<file path="src/rtl/mem_stage.sv">
// mem_stage: execute->writeback load/store stage driving a valid/ready data-memory port.
// Optional MEM_MISALIGN_CHECK_EN traps misaligned half/word accesses instead of truncating them.
package mem_stage_pkg;
    typedef struct packed {
        logic        valid;
        logic [31:0] alu_result;
        logic [31:0] rs2_data;
        logic [4:0]  rd;
        logic        reg_write;
        logic        mem_read;
        logic        mem_write;
        logic [2:0]  funct3;
        logic        is_final;
    } ex_to_mem_s;

    typedef struct packed {
        logic [4:0]  rd;
        logic        reg_write;
        logic [31:0] data;
        logic        is_final;
        logic        instr_done;
    } mem_to_wb_s;
endpackage

module mem_stage
    import mem_stage_pkg::*;
#(
    parameter int DMEM_TIMEOUT = 255
) (
    input  logic        clk,
    input  logic        rst,
    input  ex_to_mem_s  ex_to_mem,
    output logic        mem_stall,
    output logic        dmem_req_valid,
    input  logic        dmem_req_ready,
    output logic [31:0] dmem_addr,
    output logic        dmem_we,
    output logic [3:0]  dmem_be,
    output logic [31:0] dmem_wdata,
    input  logic        dmem_rvalid,
    input  logic [31:0] dmem_rdata,
    output mem_to_wb_s  mem_to_wb,
    output logic        mem_err
);
    typedef enum logic [1:0] {IDLE, REQ, WAIT_RD} state_e;

    state_e      state_q;
    mem_to_wb_s  wb_q;
    logic        req_q, we_q, err_q, rw_q, fin_q;
    logic [3:0]  be_q;
    logic [31:0] addr_q, wdata_q, cnt_q;
    logic [4:0]  rd_q;
    logic [2:0]  f3_q;
    logic [1:0]  lane_q;

    logic        is_mem, misal, issue, accept, st_done, ld_done, tmo;
    logic [1:0]  lane;
    logic [3:0]  be_d;
    logic [31:0] wdata_d, sh, hw, ld_data;

    always_comb begin
        lane    = ex_to_mem.alu_result[1:0];
        is_mem  = ex_to_mem.valid & (ex_to_mem.mem_read | ex_to_mem.mem_write);
`ifdef MEM_MISALIGN_CHECK_EN
        misal   = (ex_to_mem.funct3[1:0] == 2'b01 & lane[0]) | (ex_to_mem.funct3[1:0] == 2'b10 & lane != 2'b00);
`else
        misal   = 1'b0;
`endif
        issue   = state_q == IDLE & is_mem & !misal;
        accept  = state_q == REQ & dmem_req_ready;
        st_done = accept & we_q;
        // rvalid may arrive together with ready, skipping WAIT_RD
        ld_done = dmem_rvalid & !we_q & (accept | state_q == WAIT_RD);
        tmo     = DMEM_TIMEOUT != 0 && state_q != IDLE && !(accept | ld_done) && cnt_q == 32'(DMEM_TIMEOUT - 1);
        be_d    = ex_to_mem.funct3[1:0] == 2'b00 ? 4'b0001 << lane :
                  ex_to_mem.funct3[1:0] == 2'b01 ? 4'b0011 << lane : 4'b1111;
        wdata_d = ex_to_mem.funct3[1:0] == 2'b00 ? {4{ex_to_mem.rs2_data[7:0]}} :
                  ex_to_mem.funct3[1:0] == 2'b01 ? {2{ex_to_mem.rs2_data[15:0]}} : ex_to_mem.rs2_data;
        sh      = dmem_rdata >> {lane_q, 3'b000};
        hw      = dmem_rdata >> {lane_q[1], 4'b0000};
        ld_data = f3_q == 3'b000 ? {{24{sh[7]}}, sh[7:0]} :
                  f3_q == 3'b100 ? {24'd0, sh[7:0]} :
                  f3_q == 3'b001 ? {{16{hw[15]}}, hw[15:0]} :
                  f3_q == 3'b101 ? {16'd0, hw[15:0]} : dmem_rdata;
        // drops in the completing cycle so upstream advances on that edge
        mem_stall = issue | (state_q != IDLE & !(st_done | ld_done | tmo));
    end

    always_ff @(posedge clk) begin
        if (rst) begin
            state_q <= IDLE;
            wb_q    <= '0;
            req_q   <= 1'b0;
            we_q    <= 1'b0;
            err_q   <= 1'b0;
            rw_q    <= 1'b0;
            fin_q   <= 1'b0;
            be_q    <= '0;
            addr_q  <= '0;
            wdata_q <= '0;
            cnt_q   <= '0;
            rd_q    <= '0;
            f3_q    <= '0;
            lane_q  <= '0;
        end else begin
            wb_q <= '0;
            if (state_q == IDLE) begin
                if (ex_to_mem.valid & !issue) begin
                    wb_q.rd         <= ex_to_mem.rd;
                    wb_q.reg_write  <= !is_mem & ex_to_mem.reg_write & (ex_to_mem.rd != 5'd0);
                    wb_q.data       <= is_mem ? 32'd0 : ex_to_mem.alu_result;
                    wb_q.is_final   <= ex_to_mem.is_final;
                    wb_q.instr_done <= 1'b1;
                    err_q           <= err_q | is_mem;
                end
                if (issue) begin
                    state_q <= REQ;
                    req_q   <= 1'b1;
                    we_q    <= ex_to_mem.mem_write;
                    be_q    <= be_d;
                    addr_q  <= {ex_to_mem.alu_result[31:2], 2'b00};
                    wdata_q <= wdata_d;
                    cnt_q   <= '0;
                    rd_q    <= ex_to_mem.rd;
                    rw_q    <= ex_to_mem.reg_write & (ex_to_mem.rd != 5'd0);
                    fin_q   <= ex_to_mem.is_final;
                    f3_q    <= ex_to_mem.funct3;
                    lane_q  <= lane;
                end
            end else if (st_done | ld_done | tmo) begin
                state_q <= IDLE;
                req_q   <= 1'b0;
                cnt_q   <= '0;
                err_q   <= err_q | tmo;
                wb_q    <= '{rd: rd_q, reg_write: rw_q & ld_done, data: ld_done ? ld_data : 32'd0,
                             is_final: fin_q, instr_done: 1'b1};
            end else if (accept) begin
                state_q <= WAIT_RD;
                req_q   <= 1'b0;
                cnt_q   <= '0;
            end else begin
                cnt_q <= cnt_q + 32'd1;
            end
        end
    end

    assign dmem_req_valid = req_q;
    assign dmem_addr      = addr_q;
    assign dmem_we        = we_q;
    assign dmem_be        = be_q;
    assign dmem_wdata     = wdata_q;
    assign mem_to_wb      = wb_q;
    assign mem_err        = err_q;
endmodule

</file>
<file path="config.mk">
export PLATFORM = sky130hd
export DESIGN_NAME = mem_stage
export DESIGN_NICKNAME = d
export VERILOG_FILES = /design/src/rtl/mem_stage.sv
export SDC_FILE = /design/constraint.sdc
export NUM_CORES = 1
export LEC_CHECK = 0
export CAP_MARGIN = 20
export CORE_MARGIN = 4
export CORE_UTILIZATION = 35
export DETAILED_ROUTE_END_ITERATION = 8
export GPL_TIMING_DRIVEN = 0
export SLEW_MARGIN = 20
export SYNTH_ARGS = -nofsm -noshare
export SYNTH_HDL_FRONTEND = slang
export SYNTH_SLANG_ARGS = --single-unit
</file>
<file path="constraint.sdc">
create_clock -name clk -period 3.7 [get_ports clk]
set_clock_uncertainty 0.15 [all_clocks]
set_input_delay 1.11 -clock clk [delete_from_list [all_inputs] [get_ports clk]]
set_output_delay 1.11 -clock clk [all_outputs]
set_load 0.05 [all_outputs]
</file>
# Word-level counts from Yosys, hierarchy flattened
# Cells that the tools add are included.
totals:
  wordCells: 97
  latchBits: 0
  mem_bits_ro: 0
  regBits: 155
  mem_bits_rw: 0
  n_memories: 0
classes:
  n_lt_le_gt_ge: 0
  n_addsub: 1
  n_reduce_logical: 17
  div_mod_pow: 0
  mul: 0
  n_bitwise: 20
  n_shift: 4
  n_mux: 28
  eq_ne: 9
op_table:
  columns: ["operator", "count"]
  rows:
  - ["two-way mux 32 bit", 12]
  - ["two-way mux 40 bit", 3]
  - ["adder 32 x 1 -> 32 bit (second input constant)", 1]
  - ["== test 32 x 8 -> 1 bit (second input constant)", 1]
  - [">> shifter 32 x 5 -> 16 bit", 1]
  - [">> shifter 32 x 5 -> 8 bit", 1]
  - ["AND 1 bit", 12]
  - ["two-way mux 2 bit", 4]
  - ["two-way mux 4 bit", 2]
  - ["bitwise OR 1 bit", 8]
  - ["two-way mux 1 bit", 7]
  - ["== test 3 bit (second input constant)", 2]
  - ["AND reduction 2 bit", 3]
  - ["zero test 1 bit", 5]
  - ["nonzero test 5 bit", 1]
  - ["== test 2 x 1 -> 1 bit (second input constant)", 2]
  - ["zero test 2 bit", 2]
  - ["nonzero test 2 bit", 2]
  - ["left shift 1 x 2 -> 4 bit (first input constant)", 1]
  - ["left shift 2 x 2 -> 4 bit (first input constant)", 1]
  - ["== test 3 x 1 -> 1 bit (second input constant)", 1]
  - ["zero test 3 bit", 1]
  - ["nonzero test 3 bit", 1]
  - ["== test 2 bit (second input constant)", 1]
  - ["3 further kinds", 4]

# Logic depth before layout (Yosys ltp)
# Gate-level depths: netlist of the first run.
logic_depth:
  depth_word: 12
  depth_mapped: 8
  depth_no_buf: 7

# Worst setup path after synthesis of the first run
# No wires, ideal clock.
synth_path:
  path_kind: "input to output"
  startpoint: "input port dmem_rvalid"
  endpoint: "output port mem_stall"
  required_time_ps: 2440
  n_path_buf: 1
  stages: 6
  arrival_time_ps: 2563
  path_slack_ps: -123
  path_cell_list: "nor2b_1 o21ai_1 buf_2 nand4b_1 nand2_1 a21oi_1"
synth_via:
  elab_chain_len: 10
  elab_cells_between_ends: 11
  cone_classes: "7 x bitwise; 4 x reduce/logical"
synth_lines:
  columns: ["element", "line", "text"]
  rows:
  - ["start, declared", "40", "input logic dmem_rvalid,"]
  - ["AND 1 bit (*) (2 in a row)", "73", "ld_done = dmem_rvalid & !we_q & (accept | state_q == WAIT_RD);"]
  - ["bitwise OR 1 bit", "74", "tmo = DMEM_TIMEOUT != 0 && state_q != IDLE && !(accept | ld_done) && cnt_q == 32'(DMEM_TIMEOUT - 1);"]
  - ["zero test 1 bit", "74", null]
  - ["logical AND 1 bit (2 in a row)", "74", null]
  - ["bitwise OR 1 bit (*)", "86", "mem_stall = issue | (state_q != IDLE & !(st_done | ld_done | tmo));"]
  - ["zero test 1 bit (*)", "86", null]
  - ["AND 1 bit (*)", "86", null]
  - ["bitwise OR 1 bit (*)", "86", null]
  - ["end, declared", "33", "output logic mem_stall,"]
# Every way passes the cells marked *; elsewhere a longest branch is shown, timed or not.

# Final worst setup path of the first run
layout_path:
  startpoint: "input port ex_to_mem[4] (netlist name)"
  endpoint: "output port mem_stall"
layout_via:
  elab_chain_len: 4
layout_lines:
  columns: ["element", "line", "text"]
  rows:
  - ["start, declared", "32", "input ex_to_mem_s ex_to_mem,"]
  - ["bitwise OR 1 bit", "63", "is_mem = ex_to_mem.valid & (ex_to_mem.mem_read | ex_to_mem.mem_write);"]
  - ["AND 1 bit", "63", null]
  - ["AND 1 bit", "69", "issue = state_q == IDLE & is_mem & !misal;"]
  - ["bitwise OR 1 bit", "86", null]
# No other way between the ends.

==> results.yml, run 1 <==
floorplanning:
  chipHeight_um: 148
  pin_count: 225
  die-area_mm2: 0.0220
  die_w_um: 148
  core_area_mm2: 0.0194
  start_util_pct: 35.5
  row_count: 51
status:
  status: "complete, no violations"
synthesis:
  synth_cell_types: 58
  netlist_area_mm2: 0.00688
  yosysSeqAreaShare_pct: 44.8
  synthFlopType: "dfxtp_1"
  synth_top_area_share_pct: 44.8
  synth.largest_area_cell: "dfxtp_1"
  synth.area.top_cells: "dfxtp_1 45%, nand2_1 8.8%, a21oi_1 6.0%"
  avgSynthCellArea_um2: 8.44
  ys_warn_count: 0
  netlist_instances: 815
  ys_async_sr_fraction_pct: 0
  synth_edf_count: 0
  synth_seq_cells: 154
critical_path:
  path_max_fanout: 8
  reg2reg_slack_ns: 0.19
  r2r-start: "state_q[1]"
  reg2reg_depth: 21
  required_ns: 2.44
  r2r-end: "state_q[1]"
  crit_path_end_kind: "output port"
  critical_path_class: "input pin to output port"
  cp-start-kind: "input pin"
  arrival_ns: 2.38
detailed_routing:
  remaining_drc_errors: 0
  routed_wl_um: 25000
  vias: 6916
  drt_iter0_markers: 399
  vias_per_cell: 5.11
  ant_nets: 0
  wl_per_cell_um: 18.5
  detail_route.first_pass.iterations: 5
placement:
  dp_hpwl_um: 18700
  gp_congestion: 0.864
  place_area_mm2: 0.00942
  numPortBuffers: 220
  place_ws_ns: -1.08
  dp.cells: 1301
grt:
  grt_start_max_net_pins: 17
  grt_pass1_vias: 6675
  track_usage_pct: 22.4
  grt_pass1_wl_um: 38300
  antenna_found_initial: 1
  overflow: 0
finish:
  finalNonFillerCells: 1354
  final_common_cell: "clkdlybuf4s50_1"
  layout-drive-gt1-share_pct: 9.56
  fillers: 1912
  area_delta_synth_final_pct: 48.8
  nNetsFinal: 1194
  final_cell_mix: "217 x clkdlybuf4s50_1, 161 x nand2_1, 154 x dfxtp_1"
  fin_area_mm2: 0.0102
hold_path:
  hp-start: "dmem_addr[14]"
  holdCritPathClass: "register to register"
  holdPathEnd: "dmem_addr[14]"
  hold_depth: 2
sta:
  worst_slack_ns: 0.0567
  relSlewSlack_pct: 48.1
  fmax_ghz: 0.274
  finalSetupTns_ns: 0
  grt_setup_unrepaired: "false"
  report.final.slew_viol_count: 0
  finalCritPeriodShare_pct: 98.5
  worst_pin_slew_ns: 0.779
  period_minus_slack_ns: 3.64
  setup_viol: 0
  finalHoldViolations: 0
cts:
  cts_tree: "built"
  clk_pin_slew_worst_paths_ns: 0.07
  cts_max_level: 4
  clockBufferDepth: 2
  insertion_delay_ns: 0.43
  numCtsBuffers: 17
  cts_root_buf: "clkbuf_16"
  cts.sinks: 154
power:
  p_per_area_mw_per_mm2: 452
  power_w: 0.00462
  irDropWorstVdd_v: 0.000289
  p_leak_nw: 3.77
flow_run:
  cap_violations: 0
power breakdown:
| group | total (W) | switching [W] | internal, W |
|---|---|---|---|
| Combinational | 0.00100 | 0.000622 | 0.000381 |
| Sequential | 0.00179 | 0.0000432 | 0.00174 |
| Clock | 0.00183 | 0.000753 | 0.00108 |
| Total | 0.00462 | 0.00142 | 0.00320 |
kinds of logic after synthesis:
kind of cell | Yosys count | share of synthesized area, %
adder cells (fa/ha/maj) | 6 | 1.09
flip-flops | 154 | 44.8
AO/OA/AOI/OAI | 201 | 18.8
AND/OR/NAND/NOR | 325 | 22.0
multiplexers | 25 | 5.09
XOR/XNOR | 26 | 3.31
other | 1 | 0.0545
buffers and inverters | 77 | 4.84
flip-flops by register name, indices dropped and copies added, names as in the netlist:
register    count
mem_to_wb      40
cnt_q          32
dmem_wdata     32
dmem_addr      30
rd_q            5
dmem_be         4
f3_q            3
lane_q          2
state_q         2
dmem_we         1
fin_q           1
mem_err         1
rw_q            1
worst max-delay path, stage by stage:
cell	delay, ns
clkdlybuf4s50_1	0.42
o21ai_1	0.52
a21oi_2	0.14
buf_6	0.19
metrics by stage:
step | utilization, % | hold slack, ns
floorplan | - | 0.286
global placement | 48.6 | 0.292
detailed placement | 48.6 | 0.296
CTS | 52.6 | 0.305
global route | 52.8 | 0.321
finish | 52.8 | 0.301
how the worst max path moves through the flow:
stage / from / end / cells after the start
after floorplan: dmem_rvalid / mem_stall / 6
after global placement: dmem_req_ready / mem_stall / 8
after detailed placement: dmem_req_ready / mem_stall / 8
after CTS: dmem_rvalid / state_q[1] / 20
after global routing: dmem_req_ready / state_q[1] / 22
final: ex_to_mem[4] / mem_stall / 4
synthesized netlist by cell type (all sizes together) (3+ instances only):
| cell type | n |
|---|---|
| buf | 21 |
| clkbuf | 43 |
| xnor2 | 5 |
| a22o | 14 |
| mux2i | 17 |
| inv | 13 |
| and3 | 7 |
| nor4 | 5 |
| dfxtp | 154 |
| ha | 6 |
| nor2 | 61 |
| nand2 | 162 |
| xor2 | 21 |
| o21ai | 38 |
| or3 | 3 |
| o22ai | 16 |
| nor2b | 30 |
| a221oi | 8 |
| a21oi | 84 |
| nand3 | 9 |
| a311oi | 8 |
| a211oi | 9 |
| and4 | 7 |
| nand4 | 17 |
| mux4 | 8 |
| o31ai | 8 |
| nor3 | 10 |
cell type report:
| cell class | instances | area, um2 | share of cell area (%) |
|---|---|---|---|
| tap | 265 | 332 | 3.24 |
| clock inverter | 14 | 185 | 1.81 |
| sequential | 154 | 3080 | 30.1 |
| timing repair buffer | 240 | 2350 | 22.9 |
| inverter | 13 | 48.8 | 0.477 |
| buffer | 64 | 292 | 2.85 |
| clock buffer | 18 | 429 | 4.19 |
| multi-input combinational | 585 | 3520 | 34.4 |
| antenna | 1 | 2.50 | 0.0244 |
layer usage:
| layer | share of wire [%] | GRT usage, % |
|---|---|---|
| met5 | 0 | 0 |
| met4 | 1.8 | 6.88 |
| met3 | 6.5 | 4.78 |
| met2 | 48 | 37.9 |
| met1 | 44 | 28.7 |
what timing repair did:
item                       4_1_cts  5_1_grt
pin swaps                        3        4
resized for setup               20       10
setup endpoints to repair        1       27
hold buffers                     0        0
buffers inserted                19        1
Power figures use the tool's default switching activity.
==> inputs of run 2 (changes only) <==
- CORE_MARGIN: 4 -> unset
==> results.yml, run 2 (same netlist as run 1, synthesis figures left out) <==
status:
  status: "complete, no violations"
power:
  irDropWorstVdd_v: 0.000340
  p_per_area_mw_per_mm2: 452
  p_leak_nw: 3.77
  power_w: 0.00461
critical_path:
  path_max_fanout: 3
  slowest_stage: "o2111ai_1"
  arrival_ns: 3.78
  cp_cell_sequence: "clkbuf_2, nor2b_2, o2111ai_1, nand4b_1, nand2_1, buf_4, buf_4, buf_4, buf_4, buf_4, buf_4, buf_4, buf_4, buf_4, buf_4, buf_4, buf_4, buf_4, buf_4, nor3_1"
  critical_path_class: "input pin to register"
  slowest_delay_ns: 0.28
  cp-start-kind: "input pin"
  critPathBufInv: 15
  crit_family: "buffers and inverters"
  required_ns: 3.89
  crit_path_end_kind: "register"
  cpMostUsedCell: "buf_4"
detailed_routing:
  remaining_drc_errors: 0
  wl_per_cell_um: 18.4
  vias_per_cell: 5.10
  drt_iter0_markers: 485
  vias: 6884
  detail_route.first_pass.iterations: 5
  ant_nets: 0
  routed_wl_um: 24800
sta:
  grt_setup_unrepaired: "false"
  period_minus_slack_ns: 3.58
  whs_ns: 0.305
  worst_pin_slew_ns: 0.719
  relSlewSlack_pct: 51.9
  finalCritPeriodShare_pct: 96.9
  report.final.slew_viol_count: 0
  setup_viol: 0
  worst_slack_ns: 0.116
  finalHoldViolations: 0
  fmax_ghz: 0.279
finish:
  final_common_cell: "clkdlybuf4s50_1"
  fin_area_mm2: 0.0102
  nNetsFinal: 1195
  largest_reg_flops: 40
  diodes: 0
  fillers: 1780
  layout-drive-gt1-share_pct: 9.27
  area_delta_synth_final_pct: 48.3
  final_cell_mix: "217 x clkdlybuf4s50_1, 162 x nand2_1, 154 x dfxtp_1"
cts:
  clockBufferDepth: 2
  cts_tree: "built"
  ctsHoldBuffers: 0
  insertion_delay_ns: 0.43
  numCtsBuffers: 17
  clk_pin_slew_worst_paths_ns: 0.06
  cts_max_level: 4
  cts_root_buf: "clkbuf_16"
  cts.sinks: 154
placement:
  dp_hpwl_um: 18600
  numPortBuffers: 220
  gp_congestion: 0.893
  place_area_mm2: 0.00941
  place_ws_ns: -1.11
grt:
  grt_pass1_vias: 6423
  grt_start_max_net_pins: 17
  grt_pass1_wl_um: 37500
  track_usage_pct: 24.7
  antenna_found_initial: 0
  overflow: 0
floorplanning:
  row_count: 50
  pin_count: 225
  chipHeight_um: 142
  die-area_mm2: 0.0202
  start_util_pct: 36.3
  die_w_um: 142
  core_area_mm2: 0.0190
flow_run:
  cap_violations: 0
hold_path:
  holdCritPathClass: "register to register"
[run 2: cell types whose count changed in the layout (fill, tap and decap cells not counted), sizes merged]
cell	change
inv	-4
clkbuf	+5
clkinv	+2
buf	-2
diode	-1
[run 2: final cells by class]
class / instances / area, um2 / share of cell area [%]
Multi-Input combinational cell: 585 / 3490 / 34.2
Sequential cell: 154 / 3080 / 30.2
Clock inverter: 12 / 165 / 1.62
Buffer: 64 / 289 / 2.83
Clock buffer: 20 / 447 / 4.38
Timing Repair Buffer: 241 / 2350 / 23.1
Tap cell: 260 / 325 / 3.19
Inverter: 13 / 48.8 / 0.478
[run 2: per-stage QoR]
step	std cells	TNS [ns]	utilization (%)
after global routing	1349	0	53.8
final	1349	0	53.8
after floorplan	816	0	-
after CTS	1347	0	53.8
after global placement	1296	-7.87	49.7
after detailed placement	1296	-9.49	49.7
[run 2: layer usage]
metal | GRT usage (%) | vias to the layer above | part of all wire [%]
li1 | - | 3373 | -
met1 | 33.2 | 3279 | 46
met2 | 39.9 | 206 | 47
met3 | 4.68 | 26 | 5.7
met4 | 7.58 | 0 | 1.8
met5 | 0 | - | 0
[run 2: repair_timing]
| action | in CTS | in global routing |
|---|---|---|
| setup buffers | 19 | 2 |
| endpoints found under the setup margin | 1 | 4 |
| resized for setup | 17 | 5 |
| cloned | 0 | 0 |
| pin swaps | 3 | 1 |
[run 2: path summary, 6_finish.rpt]
check	start	endpoint	slack, ns	cells after the start
setup / recovery	dmem_req_ready	state_q[1]	0.12	20
hold reg to reg	rd_q[1]	rd_q[1]	0.30	2
hold / removal	rd_q[1]	rd_q[1]	0.30	2
setup reg to reg	cnt_q[0]	state_q[1]	0.32	21
[run 2: worst register-to-register path, cell delays in order (launching register included)]
cell and delay, ns:
dfxtp_1 0.41, inv_1 0.07, ha_1 0.19, nor4b_1 0.15, o2111ai_1 0.16, nand4b_1 0.21, nand2_1 0.10, buf_4 0.14
buf_4 0.12, buf_4 0.12, buf_4 0.12, buf_4 0.12, buf_4 0.13, buf_4 0.12, buf_4 0.12, buf_4 0.12
buf_4 0.12, buf_4 0.12, buf_4 0.12, buf_4 0.13, buf_4 0.12, nor3_1 0.15
[run 2: report_power, final]
part,total [W],internal [W],switching [W]
Sequential,0.00179,0.00175,0.0000440
Combinational,0.000995,0.000379,0.000617
Clock,0.00183,0.00109,0.000738
==> inputs of run 3 (changes only) <==
- RECOVER_POWER: unset -> 25
==> results.yml, run 3 (same netlist as run 1, synthesis figures left out) <==
finish:
  fin_area_mm2: 0.0102
  nNetsFinal: 1195
  area_delta_synth_final_pct: 48.3
  layout-drive-gt1-share_pct: 9.27
  largest_reg_flops: 40
  final_cell_mix: "162 x nand2_1, 162 x clkdlybuf4s50_1, 154 x dfxtp_1"
  finalNonFillerCells: 1350
  post-route-util_pct: 53.8
grt:
  antenna_found_initial: 0
  track_usage_pct: 24.7
  grt_pass1_vias: 6423
  grt_pass1_wl_um: 37500
  overflow: 0
  grt_start_max_net_pins: 17
floorplanning:
  chipHeight_um: 142
  row_count: 50
  pin_count: 225
  start_util_pct: 36.3
  die-area_mm2: 0.0202
  die_w_um: 142
  core_area_mm2: 0.0190
sta:
  worst_slack_ns: 0.111
  report.final.slew_viol_count: 0
  finalCritPeriodShare_pct: 97.0
  worst_pin_slew_ns: 0.701
  grt_setup_unrepaired: "false"
  fmax_ghz: 0.279
  relSlewSlack_pct: 53.1
  setup_viol: 0
  period_minus_slack_ns: 3.59
  finalHoldViolations: 0
detailed_routing:
  vias_per_cell: 5.09
  wl_per_cell_um: 18.4
  routed_wl_um: 24800
  drt_iter0_markers: 488
  remaining_drc_errors: 0
  detail_route.first_pass.iterations: 5
  ant_nets: 0
  vias: 6871
critical_path:
  crit_path_end_kind: "output port"
  cp_cell_sequence: "clkdlybuf4s50_1, o21ai_1, a21oi_2, buf_6"
  arrival_ns: 2.33
  path_max_fanout: 8
  critical_path_class: "input pin to output port"
  slowest_delay_ns: 0.49
  required_ns: 2.44
  cp-start-kind: "input pin"
  slowest_stage: "o21ai_1"
  reg2reg_depth: 21
cts:
  insertion_delay_ns: 0.43
  cts_max_level: 4
  numCtsBuffers: 17
  clockBufferDepth: 2
  clk_pin_slew_worst_paths_ns: 0.06
  cts.sinks: 154
  cts_root_buf: "clkbuf_16"
  ctsHoldBuffers: 0
  cts_tree: "built"
placement:
  dp_hpwl_um: 18600
  place_ws_ns: -1.11
  place_area_mm2: 0.00941
  numPortBuffers: 220
  dp.cells: 1296
  gp_congestion: 0.893
power:
  p_per_area_mw_per_mm2: 450
  irDropWorstVdd_v: 0.000340
  power_w: 0.00460
  p_leak_nw: 3.93
status:
  status: "complete, no violations"
hold_path:
  hold_depth: 2
  holdCritPathClass: "register to register"
flow_run:
  cap_violations: 0
[run 3: cell types whose count changed in the layout (fill, tap and decap cells not counted), sizes merged]
cell / before / now
dlygate4sd3: 0 / 55
diode: 0 / 1
clkdlybuf4s50: 217 / 162
[run 3: where the power goes]
group / internal, W / leakage [nW] / switching (W) / total, W
sequential: 0.00174 / 1.26 / 0.0000425 / 0.00179
combinational: 0.000366 / 2.39 / 0.000616 / 0.000982
clock: 0.00109 / 0.287 / 0.000738 / 0.00183
[run 3: path summary, 6_finish.rpt]
| kind | start | to | slack (ns) |
|---|---|---|---|
| hold / removal | dmem_addr[28] | dmem_addr[28] | 0.30 |
| hold reg to reg | dmem_addr[28] | dmem_addr[28] | 0.30 |
| setup reg to reg | cnt_q[0] | state_q[1] | 0.32 |
| setup / recovery | ex_to_mem[4] | mem_stall | 0.11 |
[run 3: per-stage QoR]
| stage | hold slack [ns] | TNS [ns] |
|---|---|---|
| after floorplan | 0.286 | 0 |
| after global placement | 0.292 | -7.87 |
| after detailed placement | 0.296 | -9.49 |
| after CTS | 0.305 | 0 |
| after global routing | 0.318 | 0 |
| final | 0.303 | 0 |
[run 3: worst max-delay path: cells and delay by family]
| family | cells | cell delay [ns] |
|---|---|---|
| AOI/OAI and AO/OA | 2 | 0.61 |
| buffers and inverters | 2 | 0.61 |
[run 3: area by class of cell]
| type | instances | area [um2] |
|---|---|---|
| fill | 1780 | 8750 |
| multi-input combinational | 585 | 3490 |
| sequential | 154 | 3080 |
| timing repair buffer | 241 | 2350 |
| clock buffer | 20 | 447 |
| tap | 260 | 325 |
| buffer | 64 | 289 |
| clock inverter | 12 | 165 |
| inverter | 13 | 48.8 |
| antenna | 1 | 2.50 |
[run 3: timing repair]
| item | in CTS | in global routing |
|---|---|---|
| resized for setup | 17 | 5 |
| buffers inserted | 19 | 2 |
| setup endpoints to repair | 1 | 4 |
| pin swaps | 3 | 1 |
[run 3: layer usage]
metal / up-vias / routed length (um) / GRT usage [%]
li1: 3378 / - / -
met1: 3263 / 11400 / 33.2
met2: 207 / 11600 / 39.9
met3: 23 / 1410 / 4.68
met4: 0 / 415 / 7.58
met5: - / 0 / 0
